==> src/rtl/pkg_dtypes.sv <==
// Shared exec-unit datatypes used across the interconnect.
package pkg_dtypes;
  typedef logic [31:0] type_exec_unit_addr;
  typedef logic [31:0] type_exec_unit_data;
endpackage

==> src/rtl/icon_tx_arbiter_pkg.sv <==
// Local definitions for the interconnect tx arbiter: FSM encoding and index helpers.
package icon_tx_arbiter_pkg;
  import pkg_dtypes::*;

  typedef enum logic [1:0] {
    ST_IDLE  = 2'd0,
    ST_ISSUE = 2'd1,
    ST_RESP  = 2'd2
  } arb_state_e;

  // Next round-robin pointer after index idx among n requesters.
  function automatic int unsigned rr_next(input int unsigned idx, input int unsigned n);
    return (idx + 1 >= n) ? 0 : idx + 1;
  endfunction
endpackage

==> src/rtl/icon_tx_arbiter_if.sv <==
// Requester and exec-unit tx-port signals shared by the arbiter and its environment.
interface icon_tx_arbiter_if
  import pkg_dtypes::*;
#(
  parameter int unsigned NUM_REQ = 4
);
  logic               [NUM_REQ-1:0] req_valid_i;
  type_exec_unit_addr [NUM_REQ-1:0] req_addr_i;
  logic               [NUM_REQ-1:0] resp_valid_o;
  type_exec_unit_data               resp_data_o;
  logic                             resp_fail_o;
  type_exec_unit_addr               eu_tx_addr_o;
  logic                             eu_tx_req_valid_o;
  logic                             eu_tx_success_i;
  type_exec_unit_data               eu_tx_data_i;

  // Environment side: requesters plus the exec unit.
  modport master (
    output req_valid_i, req_addr_i, eu_tx_success_i, eu_tx_data_i,
    input  resp_valid_o, resp_data_o, resp_fail_o, eu_tx_addr_o, eu_tx_req_valid_o
  );

  // Arbiter side.
  modport slave (
    input  req_valid_i, req_addr_i, eu_tx_success_i, eu_tx_data_i,
    output resp_valid_o, resp_data_o, resp_fail_o, eu_tx_addr_o, eu_tx_req_valid_o
  );
endinterface

==> src/rtl/icon_tx_arbiter_rr_priority_picker.sv <==
// Combinational round-robin picker: first set request at or above ptr_i, wrapping.
module rr_priority_picker #(
  parameter int unsigned NUM_REQ = 4
) (
  input  logic [NUM_REQ-1:0]         req_i,
  input  logic [$clog2(NUM_REQ)-1:0] ptr_i,
  output logic [$clog2(NUM_REQ)-1:0] grant_o,
  output logic                       any_o
);
  localparam int unsigned IDX_W = $clog2(NUM_REQ);

  logic [IDX_W:0]   sum;
  logic [IDX_W-1:0] idx;

  // ptr_i is always below NUM_REQ, so one conditional subtract performs the wrap.
  always_comb begin
    grant_o = '0;
    any_o   = 1'b0;
    sum     = '0;
    idx     = '0;
    for (int unsigned i = 0; i < NUM_REQ; i++) begin
      sum = {1'b0, ptr_i} + (IDX_W+1)'(i);
      if (sum >= (IDX_W+1)'(NUM_REQ)) begin
        sum = sum - (IDX_W+1)'(NUM_REQ);
      end
      idx = sum[IDX_W-1:0];
      if (!any_o && req_i[idx]) begin
        any_o   = 1'b1;
        grant_o = idx;
      end
    end
  end
endmodule

==> src/rtl/icon_tx_arbiter.sv <==
// Round-robin arbiter sharing one exec-unit tx port among NUM_REQ requesters,
// with a per-transaction issue timeout that completes the request as failed.
module icon_tx_arbiter
  import pkg_dtypes::*;
  import icon_tx_arbiter_pkg::*;
#(
  parameter int unsigned NUM_REQ        = 4,
  parameter int unsigned TIMEOUT_CYCLES = 15
) (
  input  logic                   clk,
  input  logic                   reset_n,
  icon_tx_arbiter_if.slave       bus,
  output logic                   busy_o
);
  localparam int unsigned IDX_W = $clog2(NUM_REQ);
  localparam int unsigned CNT_W = $clog2(TIMEOUT_CYCLES + 1);
  localparam logic [CNT_W-1:0] CNT_MAX  = CNT_W'(TIMEOUT_CYCLES);
  localparam logic [CNT_W-1:0] CNT_LAST = CNT_W'(TIMEOUT_CYCLES - 1);

  arb_state_e         state_q, state_d;
  logic [IDX_W-1:0]   rr_ptr_q, rr_ptr_d;
  logic [IDX_W-1:0]   grant_q, grant_d;
  type_exec_unit_addr addr_q, addr_d;
  type_exec_unit_data data_q, data_d;
  logic               fail_q, fail_d;
  logic [CNT_W-1:0]   cnt_q, cnt_d;

  logic [IDX_W-1:0]   pick_idx;
  logic               pick_any;

  rr_priority_picker #(
    .NUM_REQ (NUM_REQ)
  ) u_picker (
    .req_i   (bus.req_valid_i),
    .ptr_i   (rr_ptr_q),
    .grant_o (pick_idx),
    .any_o   (pick_any)
  );

  always_ff @(posedge clk) begin
    if (!reset_n) begin
      state_q  <= ST_IDLE;
      rr_ptr_q <= '0;
      grant_q  <= '0;
      addr_q   <= '0;
      data_q   <= '0;
      fail_q   <= 1'b0;
      cnt_q    <= '0;
    end else begin
      state_q  <= state_d;
      rr_ptr_q <= rr_ptr_d;
      grant_q  <= grant_d;
      addr_q   <= addr_d;
      data_q   <= data_d;
      fail_q   <= fail_d;
      cnt_q    <= cnt_d;
    end
  end

  always_comb begin
    state_d  = state_q;
    rr_ptr_d = rr_ptr_q;
    grant_d  = grant_q;
    addr_d   = addr_q;
    data_d   = data_q;
    fail_d   = fail_q;
    cnt_d    = cnt_q;
    unique case (state_q)
      ST_IDLE: begin
        if (pick_any) begin
          grant_d = pick_idx;
          addr_d  = bus.req_addr_i[pick_idx];
          state_d = ST_ISSUE;
        end
      end
      ST_ISSUE: begin
        cnt_d = (cnt_q == CNT_MAX) ? cnt_q : cnt_q + CNT_W'(1);
        // Success outranks a timeout landing on the same cycle.
        if (bus.eu_tx_success_i) begin
          data_d  = bus.eu_tx_data_i;
          fail_d  = 1'b0;
          state_d = ST_RESP;
        end else if (cnt_q >= CNT_LAST) begin
          data_d  = '0;
          fail_d  = 1'b1;
          state_d = ST_RESP;
        end
      end
      ST_RESP: begin
        rr_ptr_d = IDX_W'(rr_next(int'(grant_q), NUM_REQ));
        cnt_d    = '0;
        state_d  = ST_IDLE;
      end
      default: state_d = ST_IDLE;
    endcase
  end

  logic [NUM_REQ-1:0] resp_valid;

  always_comb begin
    resp_valid = '0;
    if (state_q == ST_RESP) begin
      resp_valid[grant_q] = 1'b1;
    end
  end

  assign bus.resp_valid_o      = resp_valid;
  assign bus.resp_data_o       = (state_q == ST_RESP) ? data_q : '0;
  assign bus.resp_fail_o       = (state_q == ST_RESP) && fail_q;
  assign bus.eu_tx_req_valid_o = (state_q == ST_ISSUE);
  assign bus.eu_tx_addr_o      = (state_q == ST_ISSUE) ? addr_q : '0;
  assign busy_o                = (state_q != ST_IDLE);
endmodule

==> src/flat_wrapper.sv <==
// flat-port wrapper written by rule: the top's interface ports become plain ports
module icon_tx_arbiter_flat import pkg_dtypes::*; import icon_tx_arbiter_pkg::*;
#(
  parameter int unsigned NUM_REQ        = 4,
  parameter int unsigned TIMEOUT_CYCLES = 15
)
  (clk, reset_n, busy_o, bus_req_valid_i, bus_req_addr_i, bus_eu_tx_success_i, bus_eu_tx_data_i, bus_resp_valid_o, bus_resp_data_o, bus_resp_fail_o, bus_eu_tx_addr_o, bus_eu_tx_req_valid_o);
  icon_tx_arbiter_if #(.NUM_REQ(NUM_REQ)) bus_i ();
  input  logic clk;
  input  logic reset_n;
  output logic busy_o;
  input wire logic [$bits(bus_i.req_valid_i)-1:0] bus_req_valid_i;
  input wire logic [$bits(bus_i.req_addr_i)-1:0] bus_req_addr_i;
  input wire logic [$bits(bus_i.eu_tx_success_i)-1:0] bus_eu_tx_success_i;
  input wire logic [$bits(bus_i.eu_tx_data_i)-1:0] bus_eu_tx_data_i;
  output wire logic [$bits(bus_i.resp_valid_o)-1:0] bus_resp_valid_o;
  output wire logic [$bits(bus_i.resp_data_o)-1:0] bus_resp_data_o;
  output wire logic [$bits(bus_i.resp_fail_o)-1:0] bus_resp_fail_o;
  output wire logic [$bits(bus_i.eu_tx_addr_o)-1:0] bus_eu_tx_addr_o;
  output wire logic [$bits(bus_i.eu_tx_req_valid_o)-1:0] bus_eu_tx_req_valid_o;
  assign bus_i.req_valid_i = bus_req_valid_i;
  assign bus_i.req_addr_i = bus_req_addr_i;
  assign bus_i.eu_tx_success_i = bus_eu_tx_success_i;
  assign bus_i.eu_tx_data_i = bus_eu_tx_data_i;
  assign bus_resp_valid_o = bus_i.resp_valid_o;
  assign bus_resp_data_o = bus_i.resp_data_o;
  assign bus_resp_fail_o = bus_i.resp_fail_o;
  assign bus_eu_tx_addr_o = bus_i.eu_tx_addr_o;
  assign bus_eu_tx_req_valid_o = bus_i.eu_tx_req_valid_o;
  icon_tx_arbiter #(.NUM_REQ(NUM_REQ), .TIMEOUT_CYCLES(TIMEOUT_CYCLES)) u_core (.clk(clk), .reset_n(reset_n), .bus(bus_i), .busy_o(busy_o));
endmodule
==> config.mk <==
export PLATFORM = sky130hd
export DESIGN_NAME = icon_tx_arbiter_flat
export DESIGN_NICKNAME = d
export VERILOG_FILES = /design/src/rtl/pkg_dtypes.sv /design/src/rtl/icon_tx_arbiter_pkg.sv /design/src/rtl/icon_tx_arbiter_if.sv /design/src/rtl/icon_tx_arbiter_rr_priority_picker.sv /design/src/rtl/icon_tx_arbiter.sv /design/src/flat_wrapper.sv
export SDC_FILE = /design/constraint.sdc
export NUM_CORES = 1
export LEC_CHECK = 0
export CORE_UTILIZATION = 40
export CTS_CLUSTER_SIZE = 12
export DETAILED_ROUTE_END_ITERATION = 8
export PLACE_DENSITY = 0.82
export RECOVER_POWER = 100
export SETUP_SLACK_MARGIN = 0.5
export SYNTH_ARGS = -nofsm -noshare
export SYNTH_HDL_FRONTEND = slang
export SYNTH_SLANG_ARGS = --single-unit
==> constraint.sdc <==
create_clock -name clk -period 2.29 [get_ports clk]
set_input_delay 0.5725 -clock clk [delete_from_list [all_inputs] [get_ports clk]]
set_output_delay 0.5725 -clock clk [all_outputs]
set_load 0.02 [all_outputs]
Word-level counts from Yosys, hierarchy flattened
Cells that the tools add are included.
Widths: inputs -> output; s select.
Word-level totals
  memories kept: 0
  register bits: 75
  memory bits (read-only): 0
  latch bits: 0
  RAM bits: 0
Operators by class
  mux-type cells: 38
  shift operators: 0
  add/sub/neg operators: 9
  multiply operators: 0
  bitwise operators: 0
  reductions and logical operators: 16
  div/mod/pow operators: 0
  order comparisons: 13
  eq/ne operators: 6
Operator list (number)
  $mux 32: 5
  $bmux 32 s2: 1
  $mux 2: 12
  $lt 2x3->1 const B: 6
  $ge 3x3->1 const B: 4
  $mux 1: 11
  $bmux 1 s2: 4
  $mux 4: 2
  $pmux 4 s2: 1
  $reduce_and 2->1: 4
  $sub 2x1->2 const B: 4
  $add 2x1->3 const B: 2
  $add 2x2->3 const B: 2
  $reduce_bool 2->1: 3
  $logic_and 1x1->1: 5
  $add 4x1->4 const B: 1
  $eq 4x4->1 const B: 1
  $ge 4x4->1 const B: 1
  $pmux 2 s2: 1
  $ge 2x3->1 const B: 1
  $logic_not 1->1: 3
  $ne 3x2->1 const B: 1
  $demux 1 s2: 1
  $eq 2x1->1 const B: 1
  5 further kinds: 5

Longest topological paths before layout
Gate-level depths: netlist of run 1.
  depth in word-level cells: 16
  gate-level depth with buffers: 8

By module
From an unflattened synthesis of run 1, not the netlist that was laid out.
Second synthesis, totals
  cells, all modules: 410
  area, all modules: 4041.4 µm²
By module, submodules not included
  icon_tx_arbiter: area each 3963.8 µm², seq. area each 1501.4 µm², instances 1, cells each 395
  rr_priority_picker: area each 77.6 µm², seq. area each 0.0 µm², instances 1, cells each 15

Worst setup path before layout of run 1
Ideal clock, no wire load.
  path type: reg-to-output
  start point: reg u_core.state_q[0]
  end point: out bus_eu_tx_addr_o[22]
  slack: 340 ps
  cell stages (with the launch flop): 5
  data arrival time: 1378 ps
  buffers on the path: 2
  path through: dfxtp_1 -> nor2b_1 -> buf_2 -> clkbuf_1 -> and2_1
On the way
  word-level cells in the longest chain between the ends: 2
Ends and longest elaborated chain
  start: declaration: line icon_tx_arbiter.sv:20  | arb_state_e state_q, state_d;
  start signal: assignment: line icon_tx_arbiter.sv:50  | state_q <= state_d;
  $eq 2x1->1
  via bus_eu_tx_req_valid_o: line flat_wrapper.sv:20  | output wire logic [$bits(bus_i.eu_tx_req_valid_o)-1:0] bus_eu_tx_req_valid_o;
  $mux 32: line icon_tx_arbiter.sv:111  | assign bus.eu_tx_addr_o = (state_q == ST_ISSUE) ? addr_q : '0;
  end: declaration: line flat_wrapper.sv:19  | output wire logic [$bits(bus_i.eu_tx_addr_o)-1:0] bus_eu_tx_addr_o;
The timed path passes the listed nets, and every way through them passes these cells.

Worst setup path in the final report of run 1
  start point: in bus_req_valid_i[0]
  end point: reg u_core.addr_q[23]
On the way
  word-level cells in the longest chain between the ends: 14
Ends and longest elaborated chain
  start: declaration: line flat_wrapper.sv:12  | input wire logic [$bits(bus_i.req_valid_i)-1:0] bus_req_valid_i;
  $bmux 1 s2: line icon_tx_arbiter_rr_priority_picker.sv:27  | if (!any_o && req_i[idx]) begin
  $mux 1 (implied by the code): line icon_tx_arbiter_rr_priority_picker.sv:27
  $mux 1: line icon_tx_arbiter_rr_priority_picker.sv:27
  $logic_not 1->1: line icon_tx_arbiter_rr_priority_picker.sv:27
  $logic_and 1x1->1: line icon_tx_arbiter_rr_priority_picker.sv:27
  $mux 1: line icon_tx_arbiter_rr_priority_picker.sv:27
  $logic_not 1->1: line icon_tx_arbiter_rr_priority_picker.sv:27
  $logic_and 1x1->1: line icon_tx_arbiter_rr_priority_picker.sv:27
  $mux 1: line icon_tx_arbiter_rr_priority_picker.sv:27
  $logic_not 1->1: line icon_tx_arbiter_rr_priority_picker.sv:27
  $logic_and 1x1->1: line icon_tx_arbiter_rr_priority_picker.sv:27
  $mux 2: line icon_tx_arbiter_rr_priority_picker.sv:27
  $bmux 32 s2: line icon_tx_arbiter.sv:72  | addr_d = bus.req_addr_i[pick_idx];
  $mux 32 (implied by the code): line icon_tx_arbiter.sv:72
  end signal: assignment: line icon_tx_arbiter.sv:53  | addr_q <= addr_d;
  end: declaration: line icon_tx_arbiter.sv:23  | type_exec_unit_addr addr_q, addr_d;
Parallel ways exist; a longest one is shown, timed or not. The select of a mux whose other input is x is not followed.
A chain may end at the register's enable or synchronous reset.

==> results of run 1 <==
critical path, cell delays in order:
cell	delay [ns]
dlygate4sd3_1	0.60
mux2i_1	0.21
nor2_2	0.10
nor3_4	0.27
buf_12	0.22
mux2i_2	0.30
o211ai_1	0.11
power groups by stage:
stage / sequential (mW) / clock [mW] / combinational (mW)
global route: 1.49 / 1.06 / 1.22
CTS: 1.47 / 0.981 / 1.18
detailed placement: 1.50 / 0 / 1.08
floorplan: 1.48 / 0 / 0.521
global placement: 1.49 / 0 / 1.05
finish: 1.48 / 0.976 / 1.15
layer usage:
layer	part of all wire [%]	GRT usage [%]	vias to the layer above	wire length, um
li1	-	-	2424	-
met1	36	30.4	2527	6490
met2	50	52.2	330	8910
met3	10	8.56	50	1840
met4	3.2	14.3	0	572
met5	0	0	-	0
area by class of cell:
cell class	count	area (um2)	area share, %
timing repair buffer	283	2740	36.8
antenna	1	2.50	0.0336
inverter	8	30.0	0.403
sequential	75	1510	20.2
clock buffer	9	124	1.66
tap	140	175	2.35
multi-input combinational	394	2810	37.7
clock inverter	7	57.6	0.773
worst min path at each step:
stage | to | slack [ns] | depth (start not counted)
final | u_core.addr_q[19] | 0.48 | 2
after global routing | u_core.addr_q[18] | 0.50 | 2
after CTS | u_core.addr_q[9] | 0.48 | 2
after detailed placement | u_core.addr_q[3] | 0.46 | 2
after global placement | u_core.addr_q[19] | 0.45 | 2
after floorplan | u_core.addr_q[10] | 0.44 | 2
cells in the final DEF (no fill, tap or decap), types with 21 or more instances in the layout:
cell type	synthesis	routed
clkbuf_2	0	22
nand2_1	40	40
buf_6	1	23
o31ai_1	32	32
o211ai_1	14	21
a22oi_1	32	32
nand4_1	32	32
dfxtp_1	75	73
and2_4	0	25
buf_4	2	32
clkbuf_1	28	22
and2_1	69	36
a211o_1	32	32
clkdlybuf4s50_1	0	164
nor2_1	44	41
mux2i_1	33	32
metrics by stage:
step | area [um2] | setup TNS, ns | cells
5_1_grt | 7440 | 0 | 917
6_report | 7440 | 0 | 917
3_5_place_dp | 7200 | -5.78 | 885
3_3_place_gp | 7200 | -2.97 | 885
4_1_cts | 7560 | 0 | 911
2_1_floorplan | 4520 | 0 | 530
registers in the layout, indices dropped and copies added, names as in the netlist:
register	cells
u_core.cnt_q	4
u_core.data_q	32
u_core.grant_q	2
u_core.fail_q	1
u_core.state_q	2
u_core.addr_q	32
u_core.rr_ptr_q	2
logic make-up after synthesis:
| logic type | share of synthesized area (%) |
|---|---|
| AOI/OAI and AO/OA | 27.2 |
| adders and majority gates | 1.67 |
| buffers and inverters | 6.03 |
| DFF | 33.4 |
| muxes | 7.59 |
| and+or+nand+nor | 24.2 |
timing repair:
item	CTS	global route
buffers inserted	7	1
hold buffers	0	0
gates resized for setup	418	17
pin swaps	14	1
setup endpoints to repair	138	117
gates cloned	3	4
==> flow_summary.rst, run 1 <==
.. list-table::
   :header-rows: 1

   * - Metric
     - Value
   * - Run status
     - completed
   * - Number of placement rows
     - 38
   * - Die Area
     - 11,700 um2
   * - Slew Limit Fails
     - 0
   * - Antenna violations before repair
     - 1
   * - I/O Pins
     - 238
   * - Min Clock Period, post-route
     - 2.16 ns
   * - Worst IR Drop VDD
     - 0.307 mV
   * - Number of enable flip-flop cells after synthesis
     - 0
   * - H-tree level count
     - 3
   * - Total of max-cap violations
     - 0
   * - R2r worst-path depth
     - 9
   * - Leakage
     - 2.93 nW
   * - Total of buffers placed on input and output ports
     - 237
   * - Detailed-placement wirelength estimate
     - 11.9 mm
   * - Width of the die
     - 108 um
   * - Setup crit end
     - u_core.addr_q[23]
   * - CTS tree
     - yes
   * - Worst endpoint required time
     - 2.53 ns
   * - Clock buffer count from CTS
     - 9
   * - Transition time of the tightest slew-check pin
     - 0.870 ns
   * - Category of the critical setup timing path
     - input port to flip-flop
   * - RePlAce Congestion
     - 0.840
   * - Number of fillers in the final layout
     - 922
   * - Fraction of layout instances using a drive strength above 1
     - 22.2%
   * - Buffer cell driving the clock tree root
     - clkbuf_8
   * - Slew margin rel.
     - 42.0%
   * - Kind of end point of the critical path
     - flip-flop
   * - Global-route wire length before repair
     - 26.5 mm
   * - Share of synthesized flip-flops with an asynchronous set or reset
     - 0%
   * - Net switching fraction of the power
     - 32.4%
   * - Hold slack
     - 0.478 ns
   * - Synth area leader
     - dfxtp_1
   * - Post-detailed-route count of antenna-violating nets
     - 0
   * - Final setup violation count
     - 0
   * - Count of endpoints failing hold in the final timing report
     - 0
   * - Top FF cell, synth
     - dfxtp_1
   * - PnR Total Power
     - 3.61 mW
   * - Internal
     - 2.44 mW
   * - Achievable clock frequency
     - 0.463 GHz
   * - Crit Path Max Fanout
     - 18
   * - Power density relative to cell area
     - 484 nW/um2
   * - Floorplan core area
     - 10,900 um2
   * - Total wire length after detailed routing
     - 17.8 mm
   * - Cell variety after synth
     - 38
   * - Worst setup path startpoint
     - bus_req_valid_i[0]
   * - Ranking of synthesized cells by area
     - dfxtp_1 (33%), and2_1 (9.6%), mux2i_1 (7.3%)
   * - Mean cell area of the mapped netlist
     - 8.49 um2
   * - Vias in the first global route
     - 5,455
   * - Clock Tree Buf Depth
     - 2
   * - DR WL/cell
     - 19.4 um
   * - Height of the chip
     - 108 um
   * - Worst r2r src
     - u_core.state_q[0]
   * - Critical path launch point type
     - input port
   * - Via-to-Cell Ratio
     - 5.81
   * - Worst R2R Setup Slack
     - 0.22 ns
   * - Largest net degree at the start of global routing
     - 35
   * - Tightest Hold Check Type
     - flip-flop to flip-flop
   * - RR Endpoint
     - u_core.data_q[2]
   * - Final layout net count
     - 944
   * - Iteration count of the initial detailed-routing pass
     - 5
   * - TritonCTS sink count
     - 75
   * - Share of total power in sequential cells
     - 40.9%
   * - Yosys top cell area share
     - 33.4%
   * - Power dissipated by switching net loads
     - 1.17 mW
   * - Period utilization
     - 94.3%
   * - Synth cell count leaders
     - dfxtp_1 (75), and2_1 (69), nor2_1 (44), nand2_1 (40), mux2i_1 (33)
   * - Post-synthesis instance area
     - 4500 um2
   * - Area growth from synthesis to layout
     - 65.4%
   * - Least setup slack across all paths after layout
     - 0.131 ns
   * - Post-layout util
     - 68.4%
   * - Via count
     - 5,331
   * - Count of unresolved DRC violations after routing
     - 0
   * - Synthesis warning total
     - 0
   * - Fraction of power consumed by combinational cells
     - 32.0%
   * - CP Data Arrival Time
     - 2.39 ns
   * - Worst slack after detailed placement
     - -0.147 ns
   * - Source of the worst hold timing path
     - u_core.addr_q[19]
   * - Clock tree skew after final layout
     - 0.0164 ns
   * - Number of DRC markers after the initial detailed-route iteration
     - 288
   * - Register clock-pin slew on the reported worst setup and hold paths
     - 0.10 ns
   * - Synth Instances
     - 530
   * - Most repeated cell in the gate-level netlist after synthesis
     - dfxtp_1
   * - Setup repair after global routing missed its margin
     - true
   * - Clock share of power
     - 27.1%
   * - Flops & latches, synth
     - 75
   * - Initial cell density of the core
     - 41.3%
   * - Net count after synthesis
     - 703
   * - Clock latency at the later pin of the worst-skew pair
     - 0.35 ns
   * - All-layer global routing usage
     - 28.9%
   * - Post-synthesis sequential area ratio
     - 33.4%
   * - GRT Residual Overflow
     - 0
Power figures use the tool's default switching activity.
==> inputs of run 2 (changes only) <==
--- a/config.mk
+++ b/config.mk
@@ -5,6 +5,7 @@
 export SDC_FILE = /design/constraint.sdc
 export NUM_CORES = 1
 export LEC_CHECK = 0
+export CORE_ASPECT_RATIO = 1.75
 export CORE_UTILIZATION = 40
 export CTS_CLUSTER_SIZE = 12
 export DETAILED_ROUTE_END_ITERATION = 8
==> run 2 against run 1 <==
Sequential share of layout area shrank 3.0 points; combinational power grew 37%; core utilization grew 12 points; count of clock-buffer cells in the layout is the same; non-clock buffer count grew 26; worst setup slack lost 0.035 ns; hold slack gained 0.0028 ns; total power grew 22%; register-to-register slack lost 0.02 ns; largest cell class is now buffers; highest routed layer unchanged.
==> flow_summary.rst, run 2 (same netlist as run 1, synthesis figures left out) <==
.. list-table::
   :header-rows: 1

   * - Metric
     - Value
   * - Run status
     - completed
   * - Tightest Hold Check Type
     - flip-flop to flip-flop
   * - Registers with the most flip-flops
     - u_core.addr_q x32, u_core.data_q x32, u_core.cnt_q x4
   * - RePlAce Congestion
     - 0.881
   * - Die Area
     - 11,700 um2
   * - Count of endpoints failing hold in the final timing report
     - 0
   * - CTS tree
     - yes
   * - Vias in the first global route
     - 5,663
   * - Worst endpoint required time
     - 2.50 ns
   * - Top library cells by usage in the layout, fill and taps aside
     - clkdlybuf4s50_1 (161), dfxtp_1 (73), buf_6 (70)
   * - Hold path endpoint
     - u_core.addr_q[18]
   * - Area used by multi-input combinational logic
     - 3310 um2
   * - Total wire length after detailed routing
     - 24.0 mm
   * - Leakage
     - 3.41 nW
   * - Transition time of the tightest slew-check pin
     - 0.486 ns
   * - Final layout net count
     - 969
   * - Number of DRC markers after the initial detailed-route iteration
     - 508
   * - Post-detailed-route count of antenna-violating nets
     - 0
   * - Width of the die
     - 82.2 um
   * - Worst r2r src
     - u_core.state_q[0]
   * - Final setup violation count
     - 0
   * - RR Endpoint
     - u_core.data_q[23]
   * - R2r worst-path depth
     - 10
   * - Source of the worst hold timing path
     - u_core.addr_q[18]
   * - Storage element area
     - 1510 um2
   * - Critical path launch point type
     - input port
   * - Area growth from synthesis to layout
     - 94.0%
   * - Clock buffer count from CTS
     - 9
   * - Number of fillers in the final layout
     - 608
   * - Hold Buf Count CTS
     - 0
   * - Post-DP Area
     - 7230 um2
   * - Kind of end point of the critical path
     - flip-flop
   * - Global-route wire length before repair
     - 28.7 mm
   * - Initial cell density of the core
     - 41.6%
   * - H-tree level count
     - 3
   * - Placed cell count
     - 873
   * - Period utilization
     - 95.8%
   * - Clock latency at the later pin of the worst-skew pair
     - 0.34 ns
   * - Slew Limit Fails
     - 0
   * - Iteration count of the initial detailed-routing pass
     - 5
   * - DR WL/cell
     - 25.7 um
   * - Min Clock Period, post-route
     - 2.19 ns
   * - GRT Residual Overflow
     - 0
   * - Crit Path Max Fanout
     - 6
   * - Final std cell area, no fill
     - 8730 um2
   * - Category of the critical setup timing path
     - input port to flip-flop
   * - Worst R2R Setup Slack
     - 0.20 ns
   * - Clock Tree Buf Depth
     - 2
   * - Achievable clock frequency
     - 0.456 GHz
   * - Leading cell type in the layout, fill and taps excluded
     - clkdlybuf4s50_1
   * - Detailed-placement wirelength estimate
     - 12.0 mm
   * - Slew margin rel.
     - 67.6%
   * - Number of placement rows
     - 50
   * - TritonCTS sink count
     - 75
   * - Clock tree skew after final layout
     - 0.00752 ns
   * - Antenna violations before repair
     - 2
   * - Total of buffers placed on input and output ports
     - 237
   * - Buffer cell driving the clock tree root
     - clkbuf_16
   * - Via count
     - 5,942
   * - Height of the chip
     - 142 um
   * - Via-to-Cell Ratio
     - 6.37
   * - Count of unresolved DRC violations after routing
     - 0
   * - Total of max-cap violations
     - 0
   * - I/O Pins
     - 238
   * - Worst hold stages
     - 2
   * - Setup TNS
     - 0 ns
   * - Number of cells in the finished layout apart from fillers
     - 933
   * - Worst IR Drop VDD
     - 0.421 mV
   * - Floorplan core area
     - 10,800 um2
   * - CP Data Arrival Time
     - 2.40 ns
   * - Register clock-pin slew on the reported worst setup and hold paths
     - 0.07 ns
   * - Fraction of layout instances using a drive strength above 1
     - 36.5%
   * - Power density relative to cell area
     - 505 nW/um2
   * - Setup repair after global routing missed its margin
     - true
   * - Largest net degree at the start of global routing
     - 38
   * - PnR Total Power
     - 4.41 mW
   * - All-layer global routing usage
     - 32.6%
run 2: changes by cell type in the layout (fill, tap and decap cells not counted), moves of 20 or more:
cell | before | now
mux2i_1 | 32 | 7
mux2i_4 | 0 | 23
and2_1 | 36 | 10
and2_4 | 25 | 58
buf_6 | 23 | 70
clkbuf_2 | 22 | 2
run 2: how the worst max path moves through the flow:
stage,to,from
floorplan,u_core.addr_q[10],bus_req_valid_i[3]
global placement,u_core.addr_q[14],bus_req_valid_i[0]
detailed placement,u_core.addr_q[14],bus_req_valid_i[0]
CTS,bus_resp_data_o[12],u_core.state_q[0]
global route,u_core.addr_q[6],bus_req_valid_i[3]
finish,u_core.addr_q[6],bus_req_valid_i[3]
run 2: routing by layer:
| layer | up-vias | wire length [um] | track usage, % |
|---|---|---|---|
| met5 | - | 0 | 0 |
| met4 | 0 | 2200 | 23.5 |
| met2 | 487 | 11900 | 54.6 |
| met1 | 2799 | 7230 | 32.6 |
| met3 | 168 | 2640 | 11.1 |
| li1 | 2488 | - | - |
run 2: final cells by class:
cell class | count | area share (%)
inverters | 8 | 0.344
repair buffers | 309 | 39.4
flip-flops and latches | 75 | 17.3
clock inverters | 7 | 0.602
diodes | 2 | 0.0573
clock buffers | 9 | 2.58
well taps | 130 | 1.86
multi-input cells | 393 | 37.9
run 2: critical path, stage by stage:
cell and delay (ns):
dlygate4sd2_1 0.23, clkbuf_1 0.28, nor2_1 0.18, nor3_4 0.32
buf_6 0.17, buf_16 0.15, mux2i_4 0.36, o211ai_2 0.13
run 2: power breakdown:
group          internal (mW)  switching (mW)  leakage [nW]  total (mW)
clock network          0.740           0.606         0.136        1.35
logic                  0.856           0.719          2.66        1.58
registers               1.41          0.0773         0.616        1.49
run 2: stage by stage:
stage	utilization, %	hold slack, ns	setup WS [ns]
after detailed placement	66.8	0.451	-0.202
final	80.7	0.481	0.0957
after global routing	80.6	0.496	0.0232
after CTS	74.1	0.468	0.142
after floorplan	-	0.437	0.424
after global placement	66.8	0.446	-0.120
run 2: repair_timing:
| item | 4_1_cts | 5_1_grt |
|---|---|---|
| hold endpoints to repair | 0 | 0 |
| cloned | 4 | 15 |
| endpoints found under the setup margin | 105 | 135 |
| setup buffers | 18 | 5 |
| gates resized for setup | 367 | 245 |
| pin swaps | 11 | 20 |
